### config.mk
export PLATFORM = sky130hd
export DESIGN_NAME = commit_trace_tx
export DESIGN_NICKNAME = d
export VERILOG_FILES = /design/src/rtl/commit_trace_tx_pkg.sv /design/src/rtl/commit_trace_tx_fifo.sv /design/src/rtl/commit_trace_tx.sv
export SDC_FILE = /design/constraint.sdc
export NUM_CORES = 1
export LEC_CHECK = 0
export CAP_MARGIN = 20
export CORE_MARGIN = 5
export CORE_UTILIZATION = 30
export CTS_CLUSTER_DIAMETER = 80
export DETAILED_ROUTE_END_ITERATION = 8
export HOLD_SLACK_MARGIN = 0.12
export PLACE_DENSITY = 0.47
export SLEW_MARGIN = 0
export SYNTH_ARGS = -nofsm -noshare
export SYNTH_HDL_FRONTEND = slang
export SYNTH_SLANG_ARGS = --single-unit
### constraint.sdc
create_clock -name clk -period 18.8 [get_ports clk]
set_input_delay 1.88 -clock clk [delete_from_list [all_inputs] [get_ports clk]]
set_output_delay 1.88 -clock clk [all_outputs]
set_load 0.01 [all_outputs]
### src/rtl/commit_trace_tx_pkg.sv
// ============================================================================
// Module   : commit_trace_tx_pkg
// Brief    : Shared types for the commit trace transmitter (record, FSM states).
// Config   : COMMIT_TRACE_SEQ_EN adds the per-record sequence byte.
// Revision : 1.0 - initial release
// ============================================================================
`default_nettype none

package commit_trace_tx_pkg;

  localparam int XLEN       = 32;
  localparam int TRC_HDR_RW = 0;
  localparam int TRC_HDR_ST = 1;
  localparam int TRC_HDR_LD = 2;

  typedef enum logic [2:0] {
    S_IDLE  = 3'd0,
    S_HDR   = 3'd1,
`ifdef COMMIT_TRACE_SEQ_EN
    S_SEQ   = 3'd2,
`endif
    S_PC    = 3'd3,
    S_INSTR = 3'd4,
    S_RDATA = 3'd5,
    S_MADDR = 3'd6,
    S_MDATA = 3'd7
  } trace_state_e;

  typedef struct packed {
    logic [7:0]      hdr;
`ifdef COMMIT_TRACE_SEQ_EN
    logic [7:0]      seq;
`endif
    logic [XLEN-1:0] pc;
    logic [XLEN-1:0] instr;
    logic [XLEN-1:0] rdata;
    logic [XLEN-1:0] maddr;
    logic [XLEN-1:0] mdata;
  } trace_rec_t;

  function automatic logic [7:0] word_byte(input logic [XLEN-1:0] w, input logic [1:0] idx);
    logic [7:0] b;
    case (idx)
      2'd0:    b = w[7:0];
      2'd1:    b = w[15:8];
      2'd2:    b = w[23:16];
      default: b = w[31:24];
    endcase
    return b;
  endfunction

  // Byte presented on the stream for a given record, field state and byte index.
  function automatic logic [7:0] trc_byte(input trace_rec_t rec, input trace_state_e st,
                                          input logic [1:0] idx);
    logic [7:0] b;
    case (st)
      S_HDR:   b = rec.hdr;
`ifdef COMMIT_TRACE_SEQ_EN
      S_SEQ:   b = rec.seq;
`endif
      S_PC:    b = word_byte(rec.pc, idx);
      S_INSTR: b = word_byte(rec.instr, idx);
      S_RDATA: b = word_byte(rec.rdata, idx);
      S_MADDR: b = word_byte(rec.maddr, idx);
      S_MDATA: b = word_byte(rec.mdata, idx);
      default: b = 8'h00;
    endcase
    return b;
  endfunction

endpackage

`default_nettype wire

### src/rtl/commit_trace_tx_fifo.sv
// ============================================================================
// Module   : commit_trace_tx_fifo
// Brief    : Synchronous FIFO of trace records with head and next-head peek.
// Revision : 1.0 - initial release
// ============================================================================
`default_nettype none

module commit_trace_tx_fifo
  import commit_trace_tx_pkg::*;
#(
  parameter int DEPTH = 8
) (
  input  logic       clk,
  input  logic       rstn,
  input  logic       push_i,
  input  trace_rec_t data_i,
  input  logic       pop_i,
  output logic       full_o,
  output logic       empty_o,
  output logic       two_o,
  output trace_rec_t head_o,
  output trace_rec_t next_o
);

  localparam int AW = $clog2(DEPTH);

  logic [AW:0] wr_ptr_q, wr_ptr_d;
  logic [AW:0] rd_ptr_q, rd_ptr_d;
  logic [AW:0] count;
  trace_rec_t  mem_q [DEPTH];

  always_comb begin
    wr_ptr_d = wr_ptr_q;
    rd_ptr_d = rd_ptr_q;
    if (push_i) wr_ptr_d = wr_ptr_q + (AW+1)'(1);
    if (pop_i)  rd_ptr_d = rd_ptr_q + (AW+1)'(1);
  end

  always_ff @(posedge clk) begin
    if (!rstn) begin
      wr_ptr_q <= '0;
      rd_ptr_q <= '0;
    end else begin
      wr_ptr_q <= wr_ptr_d;
      rd_ptr_q <= rd_ptr_d;
    end
  end

  always_ff @(posedge clk) begin
    if (push_i) mem_q[wr_ptr_q[AW-1:0]] <= data_i;
  end

  assign count   = wr_ptr_q - rd_ptr_q;
  assign empty_o = (count == '0);
  assign full_o  = (count == (AW+1)'(DEPTH));
  assign two_o   = (count >= (AW+1)'(2));
  assign head_o  = mem_q[rd_ptr_q[AW-1:0]];
  // Peek lets the serialiser start the following header without a bubble.
  assign next_o  = mem_q[rd_ptr_q[AW-1:0] + AW'(1)];

endmodule

`default_nettype wire

### src/rtl/commit_trace_tx.sv
// ============================================================================
// Module   : commit_trace_tx
// Brief    : Captures commit records, buffers them and serialises a byte stream.
// Config   : COMMIT_TRACE_SEQ_EN inserts a sequence byte after each header.
// Revision : 1.0 - initial release
// ============================================================================
`default_nettype none

module commit_trace_tx
  import commit_trace_tx_pkg::*;
#(
  parameter int FIFO_DEPTH = 8,
  parameter int CNT_W      = 16
) (
  input  logic             clk,
  input  logic             rstn,
  input  logic             update_i,
  input  logic [XLEN-1:0]  pc_i,
  input  logic [XLEN-1:0]  instr_i,
  input  logic [4:0]       reg_addr_i,
  input  logic [XLEN-1:0]  reg_data_i,
  input  logic             register_file_write_enable_i,
  input  logic             memory_read_enable_i,
  input  logic [XLEN-1:0]  memory_read_addr_i,
  input  logic             memory_write_enable_i,
  input  logic [XLEN-1:0]  memory_write_addr_i,
  input  logic [XLEN-1:0]  memory_write_data_i,
  output logic [7:0]       tx_data_o,
  output logic             tx_valid_o,
  input  logic             tx_ready_i,
  output logic             overflow_o,
  output logic [CNT_W-1:0] drop_cnt_o
);

  trace_state_e     state_q, state_d;
  logic [1:0]       idx_q, idx_d;
  logic             valid_q, valid_d;
  logic [7:0]       data_q, data_d;
  logic             overflow_q, overflow_d;
  logic [CNT_W-1:0] drop_cnt_q, drop_cnt_d;
`ifdef COMMIT_TRACE_SEQ_EN
  logic [7:0]       seq_q, seq_d;
`endif

  logic       capture, push, pop, drop;
  logic       fifo_full, fifo_empty, fifo_two;
  logic       st_f, ld_f, rw_f;
  logic       h_rw, h_st, h_ld;
  trace_rec_t rec_in, head, head_next;

  always_comb begin
    st_f   = memory_write_enable_i;
    ld_f   = memory_read_enable_i && (reg_addr_i != 5'd0) && !st_f;
    rw_f   = register_file_write_enable_i && (reg_addr_i != 5'd0) && !st_f && !ld_f;
    rec_in = '0;
    rec_in.hdr[TRC_HDR_RW] = rw_f;
    rec_in.hdr[TRC_HDR_ST] = st_f;
    rec_in.hdr[TRC_HDR_LD] = ld_f;
    rec_in.hdr[7:3]        = (rw_f || st_f || ld_f) ? reg_addr_i : 5'd0;
`ifdef COMMIT_TRACE_SEQ_EN
    rec_in.seq   = seq_q;
`endif
    rec_in.pc    = pc_i;
    rec_in.instr = instr_i;
    rec_in.rdata = reg_data_i;
    rec_in.maddr = st_f ? memory_write_addr_i : memory_read_addr_i;
    rec_in.mdata = memory_write_data_i;
  end

  // A full FIFO still accepts when its head leaves in the same cycle.
  assign capture = update_i && (pc_i != '0);
  assign push    = capture && (!fifo_full || pop);
  assign drop    = capture && !push;

  commit_trace_tx_fifo #(
    .DEPTH (FIFO_DEPTH)
  ) u_fifo (
    .clk     (clk),
    .rstn    (rstn),
    .push_i  (push),
    .data_i  (rec_in),
    .pop_i   (pop),
    .full_o  (fifo_full),
    .empty_o (fifo_empty),
    .two_o   (fifo_two),
    .head_o  (head),
    .next_o  (head_next)
  );

  assign h_rw = head.hdr[TRC_HDR_RW];
  assign h_st = head.hdr[TRC_HDR_ST];
  assign h_ld = head.hdr[TRC_HDR_LD];

  always_comb begin
    drop_cnt_d = drop_cnt_q;
    overflow_d = overflow_q;
    if (drop) begin
      overflow_d = 1'b1;
      if (drop_cnt_q != '1) drop_cnt_d = drop_cnt_q + CNT_W'(1);
    end
  end

  trace_state_e nxt_field;
  logic         nxt_end, word_st;

  always_comb begin
    nxt_field = S_IDLE;
    nxt_end   = 1'b0;
    word_st   = (state_q == S_PC) || (state_q == S_INSTR) || (state_q == S_RDATA) ||
                (state_q == S_MADDR) || (state_q == S_MDATA);
    case (state_q)
`ifdef COMMIT_TRACE_SEQ_EN
      S_HDR:   nxt_field = S_SEQ;
      S_SEQ:   nxt_field = S_PC;
`else
      S_HDR:   nxt_field = S_PC;
`endif
      S_PC:    nxt_field = S_INSTR;
      S_INSTR: begin
        if (h_rw || h_ld)  nxt_field = S_RDATA;
        else if (h_st)     nxt_field = S_MADDR;
        else               nxt_end   = 1'b1;
      end
      S_RDATA: begin
        if (h_ld) nxt_field = S_MADDR;
        else      nxt_end   = 1'b1;
      end
      S_MADDR: begin
        if (h_st) nxt_field = S_MDATA;
        else      nxt_end   = 1'b1;
      end
      default: nxt_end = 1'b1;
    endcase
  end

  always_comb begin
    state_d = state_q;
    idx_d   = idx_q;
    valid_d = valid_q;
    data_d  = data_q;
    pop     = 1'b0;
    if (state_q == S_IDLE) begin
      if (!fifo_empty) begin
        state_d = S_HDR;
        idx_d   = 2'd0;
        valid_d = 1'b1;
        data_d  = head.hdr;
      end
    end else if (tx_ready_i) begin
      if (word_st && (idx_q != 2'd3)) begin
        idx_d  = idx_q + 2'd1;
        data_d = trc_byte(head, state_q, idx_q + 2'd1);
      end else if (nxt_end) begin
        pop = 1'b1;
        if (fifo_two) begin
          state_d = S_HDR;
          idx_d   = 2'd0;
          data_d  = head_next.hdr;
        end else begin
          state_d = S_IDLE;
          idx_d   = 2'd0;
          valid_d = 1'b0;
          data_d  = 8'h00;
        end
      end else begin
        state_d = nxt_field;
        idx_d   = 2'd0;
        data_d  = trc_byte(head, nxt_field, 2'd0);
      end
    end
  end

`ifdef COMMIT_TRACE_SEQ_EN
  // Dropped captures still consume a number so the host can see the gap.
  assign seq_d = capture ? seq_q + 8'd1 : seq_q;
`endif

  always_ff @(posedge clk) begin
    if (!rstn) begin
      state_q    <= S_IDLE;
      idx_q      <= 2'd0;
      valid_q    <= 1'b0;
      data_q     <= 8'h00;
      overflow_q <= 1'b0;
      drop_cnt_q <= '0;
`ifdef COMMIT_TRACE_SEQ_EN
      seq_q      <= 8'h00;
`endif
    end else begin
      state_q    <= state_d;
      idx_q      <= idx_d;
      valid_q    <= valid_d;
      data_q     <= data_d;
      overflow_q <= overflow_d;
      drop_cnt_q <= drop_cnt_d;
`ifdef COMMIT_TRACE_SEQ_EN
      seq_q      <= seq_d;
`endif
    end
  end

  assign tx_data_o  = data_q;
  assign tx_valid_o = valid_q;
  assign overflow_o = overflow_q;
  assign drop_cnt_o = drop_cnt_q;

endmodule

`default_nettype wire

==> results of run 1 <==
## flip-flops by register name, summed over array words and instances (netlist names), named ones only
signal           flops
tx_valid_o           1
tx_data_o            8
overflow_o           1
u_fifo.wr_ptr_q      4
state_q              3
idx_q                2
u_fifo.rd_ptr_q      4
drop_cnt_o          16
u_fifo.mem_q      1344
## through the flow
step / std cells / power (uW) / util (%) / hold WS (ns) / worst slack (ns)
floorplan: 2794 / 4640 / - / 0.454 / 2.58
global route: 5708 / 8270 / 35.4 / 0.478 / 11.58
detailed placement: 5427 / 5220 / 32.9 / 0.445 / 11.64
finish: 5713 / 7970 / 35.5 / 0.451 / 11.88
CTS: 5707 / 8080 / 35.4 / 0.454 / 11.80
global placement: 5426 / 5220 / 32.9 / 0.445 / 11.68
## per-layer routing
metal / vias to the layer above / part of all wire [%] / track usage (%)
met5: - / 0.035 / 0
met4: 10 / 2.8 / 4.71
met3: 235 / 5.2 / 3.33
met2: 823 / 50 / 28.5
met1: 15365 / 42 / 22.1
li1: 12331 / - / -
## worst max-delay path: cells and delay by family (launching register included)
family | cells | cell delay [ns]
simple gates | 2 | 1.32
buf+inv | 5 | 3.08
compound gates | 4 | 1.14
flops | 1 | 0.72
## cell families after synthesis
| kind of cell | synth area share (%) |
|---|---|
| fa+ha+maj | 0.283 |
| buf+inv | 2.08 |
| xor+xnor | 0.126 |
| mux | 16.3 |
| compound gates | 4.64 |
| flops | 73.9 |
| simple gates | 2.68 |
## final cells by class
class / count / area, um^2 / area share, %
flip-flops and latches: 1386 / 41200 / 62.8
multi-input cells: 1220 / 13500 / 20.5
clock buffers: 204 / 4150 / 6.32
well taps: 2480 / 3100 / 4.73
repair buffers: 311 / 2970 / 4.52
clock inverters: 76 / 597 / 0.910
inverters: 30 / 113 / 0.172
diodes: 6 / 15.0 / 0.0229
## power by group
group	internal [uW]	leakage, uW	switching [uW]
logic	544	0.00501	862
clock network	1620	0.00231	1230
registers	3640	0.0125	80.2
total	5800	0.0199	2170
## Yosys cell counts (12+ instances only)
library cell and instances:
o21ai_0 61, nand2_1 107, inv_1 27, mux4_2 266, clkbuf_1 50, a21oi_1 75, buf_2 35, nor4_1 15
dfxtp_1 42, buf_4 38, nor2b_1 17, nor3_1 19, nor2_1 41, edfxtp_1 1344, mux4_1 15, o221ai_1 12
a221o_1 12, nand3_1 21, a22oi_1 41, mux2_2 82, buf_6 25, o31ai_1 12, a221oi_1 29, mux2i_1 177
o22ai_1 15
## worst paths after layout
kind,startpoint,slack (ns),depth (start not counted),end
worst max register to register,register,11.88,11,u_fifo.mem_q[2][23]
worst min-delay path,overflow_o,0.45,2,overflow_o
worst max-delay path,register,11.88,11,u_fifo.mem_q[2][23]
worst min register to register,overflow_o,0.45,2,overflow_o
==> impl_metrics.toml, run 1 <==
[run_status]
outcome = "complete, no violations"

[clocking]
postCtsSetupRepairBufs = 0
clk_path_buf_depth = 3
cts_tree = "yes"
cts_resized = 0
clk_pin_slew_ns = 0.06
clock_latency_ns = 0.81
tritoncts.num_buffers = 155
clock-root-buffer = "clkbuf_16"
htree_levels = 4
cts.sinks = 1386
postCtsHoldBufs = 0

[yosys]
syn_area_um2 = 55700
synthArstFlopShare_pct = 0
synth-edff-count = 1344
synth_ff_type = "edfxtp_1"
synth.area.top_cells = "edfxtp_1 (72%), mux4_2 (11%), mux2i_1 (3.2%)"
synth-seq-area-share_pct = 73.9
yosysTopAreaCell = "edfxtp_1"
syn_inst = 2794
ys_types = 88
yosysWarnings = 0
synthesis.nets = 3010
synth_top_area_share_pct = 72.4
syn_avg_cell_area_um2 = 20.0
synth_seq_cells = 1386

[sta]
finClkSkew_ns = 0.0428
min_period_over_period_pct = 36.8
grt_setup_unrepaired = "no"
fin_tns_setup_ns = 0
hold_viol_final = 0
drv_slew = 0
worst_pin_slew_ns = 1.24
fmax_mhz = 145
period_minus_slack_ns = 6.92
slew_headroom_pct = 17.6
setup_viol = 0

[routing]
vias_per_cell = 5.03
wl_mm = 166
dr.pass1.iters = 5
postRouteAntennaNets = 0
remaining_drc_errors = 0
vias = 28764
drt-initial-drc-count = 2351
routedWlPerCell_um = 29.1

[floorplanning]
rows = 158
core-area_um2 = 185000
initial_utilization_pct = 30.1
pin_count = 230
die_h_um = 441
die_w_um = 441
die-area_um2 = 195000

[worst_hold_path]
min_path_type = "register to register"

[grt]
antenna_found_initial = 28
grt_max_degree = 99
grt_use_total_pct = 16.8
grt_pass1_vias = 29208
grt_pass1_wl_mm = 231
grt-ovfl-total = 0

[layout]
final_common_cell = "edfxtp_1"
stdcell_area_um2 = 65600
drive_gt1_share_pct = 20.8
fin_nets = 3320
mostFrequentLayoutCells = "edfxtp_1 (1,344), mux4_2 (266), clkdlybuf4s50_1 (228), mux2i_1 (177), clkbuf_16 (158)"
num-fill-cells = 17362
areaGrowthSynthToFinish_pct = 17.7

[setup_path]
crit_required_ns = 19.20
critPathMaxFanout = 46
cp-end-kind = "register"
crit_path_frequent_cell = "buf_4"
critPathMaxStageDelay_ns = 0.88
start_kind = "register"
crit_chain = "buf_4 > buf_4 > and2_0 > buf_4 > a22oi_1 > a311oi_1 > a21bo_4 > a21oi_4 > and4bb_4 > buf_4 > buf_4"
slowest_stage = "and4bb_4"
path_class = "register to register"
critPathArrivalTime_ns = 7.32

[placed_design]
dpl-instance-area_um2 = 60800
hpwl_mm = 105
io_buffers = 229
routabilityCongestion = 0.834

[power]
p_per_area_nw_per_um2 = 122
p_leak_uw = 0.0199
ir_drop_mv = 0.0934

[run]
cap_violations = 0
(Power assumes the default switching activity.)
==> inputs of run 2 (changes only) <==
- clock period: 18.8 -> 7.1 ns (I/O delays scaled with it)
==> run 2 against run 1 <==
Effect of this change: register-to-register slack got worse by 9.7 ns; worst setup slack got worse by 9.7 ns; sequential cell count stayed put; utilization increased by 0.097 points; die area did not move; total power rose to 2.7 times the previous value; first-iteration DRC count fell by 3.2%; highest routed layer unchanged.
==> impl_metrics.toml, run 2 (synthesis results as in run 1) <==
[run_status]
outcome = "complete, no violations"

[grt]
grt_pass1_vias = 29161
grt-ovfl-total = 0
grt_max_degree = 119
antenna_found_initial = 32
grt_use_total_pct = 16.7
grt_pass1_wl_mm = 230

[power]
p_sw_share_pct = 27.0
internal_power_uw = 15500
clkPwrFrac_pct = 36.0
pwr-share-comb_pct = 17.7
ir_drop_mv = 0.198
p_per_area_nw_per_um2 = 323
p_seq_share_pct = 46.3
p_leak_uw = 0.0199
totalPowerFinal_uw = 21200
p_switching_uw = 5740

[clocking]
clk_path_buf_depth = 3
cts.sinks = 1386
cts_tree = "yes"
clk_pin_slew_ns = 0.06
cts_resized = 0
postCtsHoldBufs = 0
postCtsSetupRepairBufs = 0
tritoncts.num_buffers = 159
clock_latency_ns = 0.79
clock-root-buffer = "clkbuf_16"
htree_levels = 4

[layout]
fin_cells = 5711
fin_nets = 3322
final_common_cell = "edfxtp_1"
num-fill-cells = 17327
drive_gt1_share_pct = 20.6
largest_reg_flops = 1344
areaGrowthSynthToFinish_pct = 18.0
mostFrequentLayoutCells = "edfxtp_1 (1,344), mux4_2 (266), clkdlybuf4s50_1 (228), mux2i_1 (177), clkbuf_16 (163)"

[placed_design]
dp_slack_ns = 1.78
placed_cells = 5424
io_buffers = 229
routabilityCongestion = 0.842
hpwl_mm = 102

[sta]
hold_ws_ns = 0.442
drv_slew = 0
finClkSkew_ns = 0.0322
min_period_over_period_pct = 69.0
fin_ws_ns = 2.20
setup_viol = 0
hold_viol_final = 0
fmax_mhz = 204
slew_headroom_pct = 15.4
period_minus_slack_ns = 4.90
worst_pin_slew_ns = 1.27
grt_setup_unrepaired = "no"
fin_tns_setup_ns = 0

[setup_path]
path_buf_inv = 2
critPathArrivalTime_ns = 5.29
crit_path_frequent_cell = "buf_4"
critPathMaxStageDelay_ns = 0.77
slowest_stage = "buf_4"
crit_required_ns = 7.50
path_delay_family = "buffers and inverters"
crit_chain = "nor2b_1 > a22oi_1 > a311oi_1 > a21bo_4 > a21oi_4 > nand2_1 > nor3_4 > buf_4 > buf_4"
start_kind = "register"
path_class = "register to register"
critPathMaxFanout = 47
cp-end-kind = "register"

[floorplanning]
core-area_um2 = 185000
pin_count = 230
die-area_um2 = 195000
die_h_um = 441
initial_utilization_pct = 30.1
rows = 158
die_w_um = 441

[routing]
routedWlPerCell_um = 28.8
vias_per_cell = 5.02
remaining_drc_errors = 0
dr.pass1.iters = 5
drt-initial-drc-count = 2275
postRouteAntennaNets = 0
wl_mm = 165
vias = 28669

[run]
cap_violations = 0

[worst_hold_path]
min_path_type = "register to register"
-- run 2: cell count changes in the layout (fill, tap and decap cells not counted), moves of 3 or more --
cell        before  now
buf_4           78   67
buf_12           5   13
clkbuf_16      158  163
clkinv_2        18   14
clkbuf_1        44   41
clkinv_1        35   38
clkinvlp_4       1    4
inv_8            4    1
nor3_2           3    0
-- run 2: metal layers --
metal  vias up  global-route usage (%)  share of wire, %
met5         -                       0             0.052
met4        14                    4.45               2.3
met3       204                    3.56               5.5
met2       811                    27.8                50
met1     15294                    22.1                43
li1      12346                       -                 -
-- run 2: worst paths after layout --
| check | depth (start not counted) | to | slack (ns) | start |
|---|---|---|---|---|
| worst max-delay path | 9 | u_fifo.mem_q[5][77] | 2.20 | register |
| worst min-delay path | 2 | overflow_o | 0.44 | overflow_o |
| worst max register to register | 9 | u_fifo.mem_q[5][77] | 2.20 | register |
| worst min register to register | 2 | overflow_o | 0.44 | overflow_o |
-- run 2: worst register-to-register path, stage by stage (launching register included) --
cell      delay [ns]
dfxtp_4         0.61
nor2b_1         0.70
a22oi_1         0.28
a311oi_1        0.40
a21bo_4         0.31
a21oi_4         0.31
nand2_1         0.26
nor3_4          0.23
buf_4           0.55
buf_4           0.84
-- run 2: layout make-up --
class	instances	area (um^2)	area share, %
inverters	30	113	0.171
diodes	8	20.0	0.0304
multi-input cells	1220	13500	20.5
well taps	2480	3100	4.72
clock buffers	206	4260	6.48
repair buffers	309	3050	4.64
clock inverters	72	571	0.867
flip-flops and latches	1386	41200	62.6
-- run 2: power by group through the flow --
stage / logic [uW] / clock network, uW / registers (uW)
floorplan: 2290 / 0 / 9990
global placement: 3830 / 0 / 9990
detailed placement: 3820 / 0 / 10000
CTS: 3840 / 7850 / 9840
global route: 3980 / 8210 / 9870
finish: 3760 / 7650 / 9830
-- run 2: per-stage QoR --
stage,util (%),instance area (um^2)
final,35.6,65800
after detailed placement,32.9,60900
after floorplan,-,55800
after CTS,35.5,65800
after global routing,35.5,65800
after global placement,32.9,60900
==> inputs of run 3 (changes only) <==
- PLACE_DENSITY: 0.47 -> 0.49
- clock period: 7.1 -> 4.5 ns (I/O delays scaled with it)
==> run 3 against run 2 <==
Effect of this change: non-clock buffer count grew 51; total power grew 60%; wire length is 0.98% higher; first-iteration DRC count increased by 16%.
==> impl_metrics.toml, run 3 (synthesis results as in run 1) <==
[clocking]
clock_latency_ns = 0.79
clk_pin_slew_ns = 0.06
cts.sinks = 1386
cts_resized = 0
postCtsHoldBufs = 0
postCtsSetupRepairBufs = 0
htree_levels = 4
tritoncts.num_buffers = 155
cts_tree = "yes"
clock-root-buffer = "clkbuf_16"
clk_path_buf_depth = 3

[setup_path]
path_class = "register to register"
reg2reg_depth = 10
critPathMaxFanout = 79
crit_path_frequent_cell = "buf_12"
crit_chain = "buf_12 > buf_12 > nand2b_1 > o22ai_1 > a221oi_1 > buf_4 > a2111oi_0 > o221ai_1 > nor3_1 > o32ai_1"
slowest_stage = "a2111oi_0"
cp-end-kind = "register"
reg2reg_slack_ns = 0.60
critPathArrivalTime_ns = 4.56
start_kind = "register"
reg2reg_to = "tx_data_o[6]"
critPathMaxStageDelay_ns = 0.64
crit_required_ns = 5.15

[sta]
drv_slew = 0
setup_viol = 0
hold_viol_final = 0
fin_ws_ns = 0.595
fin_tns_setup_ns = 0
finClkSkew_ns = 0.0226
hold_ws_ns = 0.406
grt_setup_unrepaired = "no"
fmax_mhz = 256
period_minus_slack_ns = 3.90
worst_pin_slew_ns = 1.17
min_period_over_period_pct = 86.8
slew_headroom_pct = 21.6

[floorplanning]
core-area_um2 = 185000
die_w_um = 441
pin_count = 230
rows = 158
die_h_um = 441
initial_utilization_pct = 30.1
die-area_um2 = 195000

[layout]
final_common_cell = "edfxtp_1"
largest_reg_flops = 1344
fin_nets = 3369
drive_gt1_share_pct = 22.1
areaGrowthSynthToFinish_pct = 19.2
mostFrequentLayoutCells = "edfxtp_1 (1,344), mux4_2 (266), clkdlybuf4s50_1 (228), mux2i_1 (177), clkbuf_16 (157)"
final_util_pct = 35.9

[routing]
dr.pass1.iters = 5
postRouteAntennaNets = 0
dr_wl_met3_mm = 9.02
dr_wl_met2_mm = 81.8
vias = 29281
wl_mm = 166
remaining_drc_errors = 0
routedWlPerCell_um = 28.8
drt-met1-wl_mm = 70.3
top_layer = "met5"
vias_per_cell = 5.08
drt-initial-drc-count = 2639

[power]
p_per_area_nw_per_um2 = 510
p_leak_uw = 0.0203
ir_drop_mv = 0.265

[placed_design]
routabilityCongestion = 0.900
hpwl_mm = 107
dp_slack_ns = 0.346
io_buffers = 229

[run_status]
outcome = "complete, no violations"

[run]
cap_violations = 0

[grt]
grt_use_total_pct = 16.8
grt_pass1_vias = 29397
antenna_found_initial = 24
grt_max_degree = 104
grt_pass1_wl_mm = 233
grt-ovfl-total = 0

[worst_hold_path]
min_to = "u_fifo.mem_q[6][146]"
hp-start = "pc_i[18]"
min_path_type = "primary input to register"
hold_depth = 2
==> run 3: cell type report <==
class	instances	area [um^2]
well taps	2480	3100
flip-flops and latches	1386	41200
diodes	4	10.0
repair buffers	360	3660
clock buffers	191	4060
fillers	17287	119000
inverters	30	113
clock inverters	93	842
multi-input cells	1220	13500
==> run 3: worst max path at each step <==
stage	from	to	slack (ns)	cells after the start
2_1_floorplan	register	u_fifo.mem_q[6][0]	-2.25	8
3_3_place_gp	pc_i[27]	u_fifo.mem_q[0][103]	0.07	8
3_5_place_dp	pc_i[11]	u_fifo.mem_q[0][118]	0.35	8
4_1_cts	register	u_fifo.mem_q[6][62]	0.62	8
5_1_grt	register	tx_data_o[6]	0.35	10
6_report	register	tx_data_o[6]	0.60	10
==> run 3: stage by stage <==
stage               std cells  instance area (um^2)  total power (uW)
floorplan                2794                 55800             19300
global placement         5475                 61500             22100
detailed placement       5476                 61500             22100
CTS                      5760                 66400             34300
global route             5760                 66400             35200
finish                   5764                 66500             33900
==> run 3: critical path, delay by kind of cell, from the launching register on <==
kind                   cells  cell delay [ns]
flip-flops                 1             0.57
AO/OA/AOI/OAI              5             1.39
buffers and inverters      3             1.03
AND/OR/NAND/NOR            2             0.64
==> run 3: routing by layer <==
layer | track usage (%) | up-vias
li1 | - | 12450
met1 | 22.4 | 15612
met2 | 28.0 | 943
met3 | 3.17 | 262
met4 | 5.11 | 14
met5 | 0 | -
==> run 3: power by group <==
part | internal (uW) | switching, uW | total, uW | leakage (uW)
Combinational | 2460 | 3710 | 6170 | 0.00534
Sequential | 15200 | 338 | 15500 | 0.0125
Clock | 7020 | 5210 | 12200 | 0.00238
